[config.mk]
export PLATFORM = sky130hd
export DESIGN_NAME = sprite_plot_engine
export DESIGN_NICKNAME = d
export VERILOG_FILES = /design/src/rtl/sprite_plot_engine.sv
export SDC_FILE = /design/constraint.sdc
export NUM_CORES = 1
export LEC_CHECK = 0
export ABC_AREA = 1
export CAP_MARGIN = 40
export CORE_MARGIN = 2
export CORE_UTILIZATION = 58
export CTS_CLUSTER_DIAMETER = 50
export DETAILED_ROUTE_END_ITERATION = 10
export GPL_ROUTABILITY_DRIVEN = 1
export PLACE_DENSITY = 0.87
export SYNTH_ARGS = -nofsm -noshare
export SYNTH_HDL_FRONTEND = slang
export SYNTH_SLANG_ARGS = --single-unit
[constraint.sdc]
create_clock -name clk -period 6 [get_ports clk]
set_clock_uncertainty 0.15 [all_clocks]
set_input_delay 0.6 -clock clk [delete_from_list [all_inputs] [get_ports clk]]
set_output_delay 0.6 -clock clk [all_outputs]
set_load 0.02 [all_outputs]
[src/rtl/sprite_plot_engine.sv]
// Sprite plot engine: scans a SPRITE_W x SPRITE_H block of pixels to a VGA adapter for draw/erase requests.
// Define SPRITE_PLOT_CLIP_EN to suppress off-screen pixels; otherwise off-screen coordinates wrap.
module sprite_plot_engine #(
   parameter int unsigned SPRITE_W = 4,
   parameter int unsigned SPRITE_H = 4,
   parameter logic [2:0]  BG_COLOR = 3'b000
) (
   input  logic       clk,
   input  logic       resetn,
   input  logic [8:0] x,
   input  logic [7:0] y,
   input  logic [2:0] color,
   input  logic       sd,
   input  logic       se,
   output logic       dd,
   output logic       de,
   output logic [8:0] plot_x,
   output logic [7:0] plot_y,
   output logic [2:0] plot_color,
   output logic       plot,
   output logic       busy
);

   typedef enum logic [1:0] {IDLE, RUN, DONE} state_t;

   localparam logic [3:0] DX_LAST = 4'(SPRITE_W - 1);
   localparam logic [3:0] DY_LAST = 4'(SPRITE_H - 1);

   state_t     state, state_n;
   logic [8:0] x_l, x_l_n;
   logic [7:0] y_l, y_l_n;
   logic [2:0] col_l, col_l_n;
   logic       erase, erase_n;
   logic [3:0] dx, dx_n, dy, dy_n;
   logic       dd_n, de_n, plot_n, busy_n;
   logic [8:0] px_n;
   logic [7:0] py_n;
   logic [2:0] pc_n;
   logic       pixel, req;
   logic [9:0] sum_x;
   logic [8:0] sum_y;

   // Pixel outputs are computed from the next-state counters so that, during RUN,
   // the registered plot_x/plot_y always correspond to the current dx/dy.
   always_comb begin
      state_n = state;
      x_l_n   = x_l;
      y_l_n   = y_l;
      col_l_n = col_l;
      erase_n = erase;
      dx_n    = dx;
      dy_n    = dy;
      dd_n    = 1'b0;
      de_n    = 1'b0;
      pixel   = 1'b0;
      req     = erase ? se : sd;
      case (state)
         IDLE: begin
            if (se || sd) begin
               state_n = RUN;
               x_l_n   = x;
               y_l_n   = y;
               erase_n = se;
               col_l_n = se ? BG_COLOR : color;
               dx_n    = '0;
               dy_n    = '0;
               pixel   = 1'b1;
            end
         end
         RUN: begin
            if (dx == DX_LAST && dy == DY_LAST) begin
               state_n = DONE;
               dd_n    = !erase && req;
               de_n    = erase && req;
            end else begin
               pixel = 1'b1;
               if (dx == DX_LAST) begin
                  dx_n = '0;
                  dy_n = dy + 4'd1;
               end else begin
                  dx_n = dx + 4'd1;
               end
            end
         end
         DONE: begin
            if (req) begin
               dd_n = !erase;
               de_n = erase;
            end else begin
               state_n = IDLE;
            end
         end
         default: state_n = IDLE;
      endcase

      sum_x  = {1'b0, x_l_n} + {6'b0, dx_n};
      sum_y  = {1'b0, y_l_n} + {5'b0, dy_n};
      px_n   = plot_x;
      py_n   = plot_y;
      pc_n   = plot_color;
      plot_n = 1'b0;
      if (pixel) begin
`ifdef SPRITE_PLOT_CLIP_EN
         px_n   = sum_x[8:0];
         py_n   = sum_y[7:0];
         plot_n = (sum_x <= 10'd319) && (sum_y <= 9'd239);
`else
         px_n   = (sum_x > 10'd319) ? 9'(sum_x - 10'd320) : sum_x[8:0];
         py_n   = (sum_y > 9'd239) ? 8'(sum_y - 9'd240) : sum_y[7:0];
         plot_n = 1'b1;
`endif
         pc_n = col_l_n;
      end
      busy_n = (state_n != IDLE);
   end

   always_ff @(posedge clk) begin
      if (!resetn) begin
         state      <= IDLE;
         x_l        <= '0;
         y_l        <= '0;
         col_l      <= '0;
         erase      <= 1'b0;
         dx         <= '0;
         dy         <= '0;
         dd         <= 1'b0;
         de         <= 1'b0;
         plot       <= 1'b0;
         busy       <= 1'b0;
         plot_x     <= '0;
         plot_y     <= '0;
         plot_color <= '0;
      end else begin
         state      <= state_n;
         x_l        <= x_l_n;
         y_l        <= y_l_n;
         col_l      <= col_l_n;
         erase      <= erase_n;
         dx         <= dx_n;
         dy         <= dy_n;
         dd         <= dd_n;
         de         <= de_n;
         plot       <= plot_n;
         busy       <= busy_n;
         plot_x     <= px_n;
         plot_y     <= py_n;
         plot_color <= pc_n;
      end
   end

endmodule

# Word level (Yosys, flattened, before mapping)
# Cells that the tools add are included.
dict set report totals {
  word_cells 66
  input_bits 24
  out_inout_bits 24
  regBits 55
}
dict set report classes {
  order_cmp 2
  n_eq_ne 4
  add_sub_neg 6
  n_reduce_logical 8
  n_mux 32
}
# cell count
set op_table {}
lappend op_table {{2-to-1 mux 9 bit} 3}
lappend op_table {{2-to-1 mux 4 bit} 6}
lappend op_table {{2-to-1 mux 8 bit} 3}
lappend op_table {{case mux 4 bit (2 select lines)} 2}
lappend op_table {{adder 9 x 4 -> 10 bit} 1}
lappend op_table {{greater-than comparator 10 x 9 -> 1 bit (second input constant)} 1}
lappend op_table {{adder 8 x 4 -> 9 bit} 1}
lappend op_table {{greater-than comparator 9 x 8 -> 1 bit (second input constant)} 1}
lappend op_table {{2-to-1 mux 3 bit} 3}
lappend op_table {{subtractor 9 bit (second input constant)} 1}
lappend op_table {{adder 4 x 1 -> 4 bit (second input constant)} 2}
lappend op_table {{equality test 4 x 2 -> 1 bit (second input constant)} 2}
lappend op_table {{2-to-1 mux 1 bit} 8}
lappend op_table {{subtractor 8 bit (second input constant)} 1}
lappend op_table {{2-to-1 mux 2 bit} 3}
lappend op_table {{case mux 1 bit (2 select lines)} 3}
lappend op_table {{case mux 2 bit (3 select lines)} 1}
lappend op_table {{logical AND 1 bit} 3}
lappend op_table {{equality test 2 x 1 -> 1 bit (second input constant)} 1}
lappend op_table {{equality test 2 bit (second input constant)} 1}
lappend op_table {{zero test 2 bit} 1}
lappend op_table {{AND reduction 2 bit} 1}
lappend op_table {{nonzero test 2 bit} 1}
lappend op_table {{zero test 1 bit} 1}
lappend op_table {{logical OR 1 bit} 1}

# Longest topological paths before layout
dict set report depth {
  depth_word 7
  mapped_depth 30
  ltp_nobuf 29
}

# Least setup slack after synthesis
# OpenSTA, ideal clock, no wires.
dict set report synth_path {
  path_type {register to register}
  startpoint {reg state[0]}
  endpoint {reg plot_y[6]}
  period_less_slack_ns 3.675
  n_path_buf 2
  arrival_ns 3.417
  t_required_ns 5.741
  setup_time_ns 0.109
  stages_incl_launch_ff 28
  setup_slack_ns 2.325
  path_cell_list {dfxtp_1 > inv_1 > ha_1 > inv_2 > nor2_4 > buf_6 > clkbuf_1 > or2_2 > o21ai_0 > inv_1 > ha_1 > fa_1 > inv_1 > nor2_1 > nor2_1 > xor2_1 > ha_1 > inv_1 > nor2_1 > nand3_1 > nand2_1 > inv_1 > nand3_4 > nand2_4 > nand2_1 > nand3_1 > nand2_1 > inv_1}
}
dict set report synth_via {
  elab_chain_len 5
  word_cells_on_any_way 9
  classes_between {add/sub (2); order compare (1); eq/ne (1); mux (4); reduce/logical (1)}
}
# element line
set synth_rtl {}
lappend synth_rtl {{from (decl)} 29} ;# state_t state, state_n;
lappend synth_rtl {{from (signal assigned)} 134} ;# state <= state_n;
lappend synth_rtl {{zero test 2 bit (*)} 57} ;# case (state)
lappend synth_rtl {{2-to-1 mux 8 bit (*)} 57}
lappend synth_rtl {{named net y_l_n[0]} 31} ;# logic [7:0] y_l, y_l_n;
lappend synth_rtl {{adder 8 x 4 -> 9 bit (*)} 97} ;# sum_y = {1'b0, y_l_n} + {5'b0, dy_n};
lappend synth_rtl {{subtractor 8 bit or greater-than comparator 9 x 8 -> 1 bit (tied branches)} 109} ;# py_n = (sum_y > 9'd239) ? 8'(sum_y - 9'd240) : sum_y[7:0];
lappend synth_rtl {{2-to-1 mux 8 bit (*)} 109}
lappend synth_rtl {{to (signal assigned)} 146} ;# plot_y <= py_n;
lappend synth_rtl {{to (decl)} 18} ;# output logic [7:0] plot_y,
# Mark *: on every way through the listed nets, which the timed path passes. The rest lies on a longest branch.
# A chain may end at the register's enable or synchronous reset.

# Worst setup path after layout
dict set report layout_path {
  startpoint {in se}
  endpoint {reg plot_y[7]}
}
dict set report layout_via {
  elab_chain_len 6
  word_cells_on_any_way 11
  classes_between {add/sub (2); order compare (1); mux (7); reduce/logical (1)}
}
# element line
set layout_rtl {}
lappend layout_rtl {{from (decl)} 14} ;# input logic se,
lappend layout_rtl {{logical OR 1 bit (*)} 59} ;# if (se || sd) begin
lappend layout_rtl {{2-to-1 mux 4 bit (*)} 59}
lappend layout_rtl {{case mux 4 bit (2 select lines) (*)} 57}
lappend layout_rtl {{named net dy_n[2]} 34} ;# logic [3:0] dx, dx_n, dy, dy_n;
lappend layout_rtl {{adder 8 x 4 -> 9 bit (*)} 97}
lappend layout_rtl {{subtractor 8 bit or greater-than comparator 9 x 8 -> 1 bit (tied branches)} 109}
lappend layout_rtl {{2-to-1 mux 8 bit (*)} 109}
# Marks and branches as above.

==> flow_metrics.tcl <==
set metrics [dict create \
    route.detailed.drc 0 \
    rr_endpoint "plot_y[7]" \
    max-slew-margin-rel_pct 43.4 \
    die_x_microns 77.7 \
    ys.flop_type "dfxtp_1" \
    drt_first_pass_iters 5 \
    end_kind "flop" \
    pre_cts_ws_ps 1380 \
    grt_pass1_vias 2867 \
    maxCapViolCount 0 \
    yosysMostFrequentCell "nand2_1" \
    crit_top_cell "nand2_1" \
    numPortBuffers 47 \
    hpwl_microns 5400 \
    clkTransAtPathRegs_ps 100 \
    gp_congestion 0.939 \
    dieHeight_microns 77.7 \
    crit_fanout 26 \
    syn_area_per_cell_sq_um 6.82 \
    met3WireLength_microns 339 \
    hold_class "flop to flop" \
    yosysSeqAreaShare_pct 34.9 \
    ioPinCount 48 \
    routed_wl_microns 7320 \
    ant_nets 0 \
    dieArea_sq_um 6040 \
    cellLeakagePower_nw 1.82 \
    finalSetupViolations 0 \
    viasPerCell 5.35 \
    grt_pass1_wl_microns 12500 \
    top_layer_used "met4" \
    htreeDepth 2 \
    num_vias 3080 \
    power_density_nw_per_um2 270 \
    rsz0062_at_grt "false" \
    root_buffer "clkbuf_8" \
    tightestPinTransition_ps 849 \
    cpPeakStageDelay_ps 530 \
    async_flop_share_pct 0 \
    clk_latency_ps 300 \
    synth_area_sq_um 3150 \
    ff2ff_path_depth 27 \
    synth_cell_types 36 \
    syn_inst 462 \
    nets 549 \
    whs_path_depth 2 \
    cts-buffers-inserted 5 \
    synth_edf_count 0 \
    synth_largest_area_cell "dfxtp_1" \
    worstHoldStart "plot_y[4]" \
    r2r_setup_slack_ps 1840 \
    place_inst 569 \
    globalRouteOverflowTotal 0 \
    wl_met1_microns 3220 \
    placed_area_sq_um 3660 \
    ys_seq_elements 55 \
    cts_hold_buf 0 \
    synth.net_count 505 \
    initial_core_util_pct 60.9 \
    grt_max_degree 32 \
    post-cts-setup-buffers 0 \
    min_period_ps 4380 \
    critPathSlowestCell "clkdlybuf4s50_1" \
    fmax_ghz 0.229 \
    ys_warn_count 0 \
    crit_family "simple AND/OR/NAND/NOR gates" \
    final_cells 576 \
    yosys.area.top_type_share_pct 34.9 \
    final_util_pct 72.8 \
    rows 26 \
    fin_area_sq_um 3760 \
    arrival_ps 4440 \
    clock_path_buffers 2 \
    crit_start "se" \
    setup_slack_ps 1620 \
    timing.final.crit_share_pct 72.9 \
    dr_wl_met2_microns 3680 \
    path_buf_inv 7 \
    required_ps 6070 \
    core_sq_um 5170 \
    setup_tns_ps 0 \
    cp-start-kind "primary input" \
    cts.repair.resized 0 \
    status "finished, final reports clean" \
    slew_violations 0 \
    timing_hold_violations_final 0 \
    wl_per_cell_microns 12.7 \
    area_growth_pct 19.4 \
    grt_use_total_pct 25.2 \
    antenna_found_initial 0 \
    reg2reg_from "state[0]" \
    drive_above_1_share_pct 8.89 \
    synthTopCellsByArea "dfxtp_1 (35%), nand2_1 (12%), inv_1 (7.9%)" \
    drt-initial-drc-count 246 \
    path_class "primary input to flop" \
    cts_tree "done" \
    antenna_cells 0 \
    hold_end "plot_y[4]" \
    cts.sinks 55 \
    ir_drop_mv 0.170 \
    synth_common_cells "nand2_1 (104), inv_1 (66), dfxtp_1 (55)" \
]
cell type report:
cell class / count / area (sq um)
fillers: 409 / 1410
inverters: 68 / 255
well taps: 70 / 87.6
multi-input cells: 327 / 1730
repair buffers: 49 / 485
clock buffers: 6 / 72.6
flip-flops and latches: 55 / 1100
clock inverters: 1 / 30.0
placed cells by master, fill, tap and decap left out, types with 2 or more instances in the layout:
cell / Yosys / routed
a21oi_1: 25 / 25
a22oi_1: 3 / 3
buf_4: 1 / 2
clkbuf_8: 0 / 5
clkdlybuf4s50_1: 0 / 47
dfxtp_1: 55 / 55
fa_1: 2 / 2
ha_1: 17 / 17
inv_1: 66 / 66
inv_2: 2 / 2
nand2_1: 104 / 104
nand2_2: 11 / 11
nand2_4: 3 / 3
nand3_1: 36 / 36
nand4_1: 4 / 4
nor2_1: 51 / 51
nor2_2: 3 / 3
nor2_4: 3 / 3
nor3_1: 4 / 4
o21ai_0: 33 / 33
o21ai_1: 3 / 3
o21ai_2: 3 / 3
or2_2: 10 / 10
state kept, by name, summed over array words and instances, names as in the netlist, 2 cells and up:
register and flops:
col_l 3, dx 4, dy 4, plot_color 3, plot_x 9, plot_y 8
state 2, x_l 9, y_l 8
worst max path at each step:
stage,to,slack (ps),cells past startpoint
2_1_floorplan,plot_y[6],2320,27
3_3_place_gp,plot_y[7],1600,26
3_5_place_dp,plot_y[7],1380,26
4_1_cts,plot_y[7],1670,28
5_1_grt,plot_y[6],1170,28
6_report,plot_y[7],1620,28
kinds of logic after synthesis:
| family | after synthesis | share of synthesized area (%) |
|---|---|---|
| AO/OA/AOI/OAI | 71 | 12.1 |
| AND/OR/NAND/NOR | 235 | 34.2 |
| XOR/XNOR | 2 | 0.556 |
| adder cells (fa/ha/maj) | 19 | 8.02 |
| buffers and inverters | 80 | 10.1 |
| flip-flops | 55 | 34.9 |
report_power, final:
| part | switching, mW | total, mW | internal (mW) | leakage, nW |
|---|---|---|---|---|
| sequential | 0.0193 | 0.427 | 0.407 | 0.454 |
| clock | 0.116 | 0.238 | 0.123 | 0.0513 |
| combinational | 0.214 | 0.351 | 0.137 | 1.31 |
worst reg2reg max path, cell delays in order, from the launching register on:
cell and delay [ps]:
dfxtp_1 360, inv_1 90, ha_1 270, nand2_2 340
o21ai_0 240, inv_1 160, o21ai_0 250, nand2_1 90
ha_1 360, a21oi_1 200, nand2_1 70, nand2_1 120
nand2_1 120, nand2_1 80, nand2_1 50, nand2_1 130
inv_1 90, ha_1 200, inv_1 50, nor2_1 40
nand3_1 70, nand2_1 60, inv_1 90, nand3_4 100
nand3_1 90, nand3_1 90, nand2_1 110, inv_1 40
through the flow:
stage | hold WS [ps] | total power [mW]
6_report | 333 | 1.02
5_1_grt | 356 | 1.08
4_1_cts | 336 | 1.01
3_5_place_dp | 321 | 0.783
3_3_place_gp | 314 | 0.772
2_1_floorplan | 310 | 0.671
per-layer routing:
metal  vias to the layer above  GRT usage (%)
met5                         -              0
met4                         0           6.25
met3                        14           4.30
met2                       110           45.8
met1                      1406           30.7
li1                       1550              -
No activity file was read; power rests on OpenSTA's default activity.
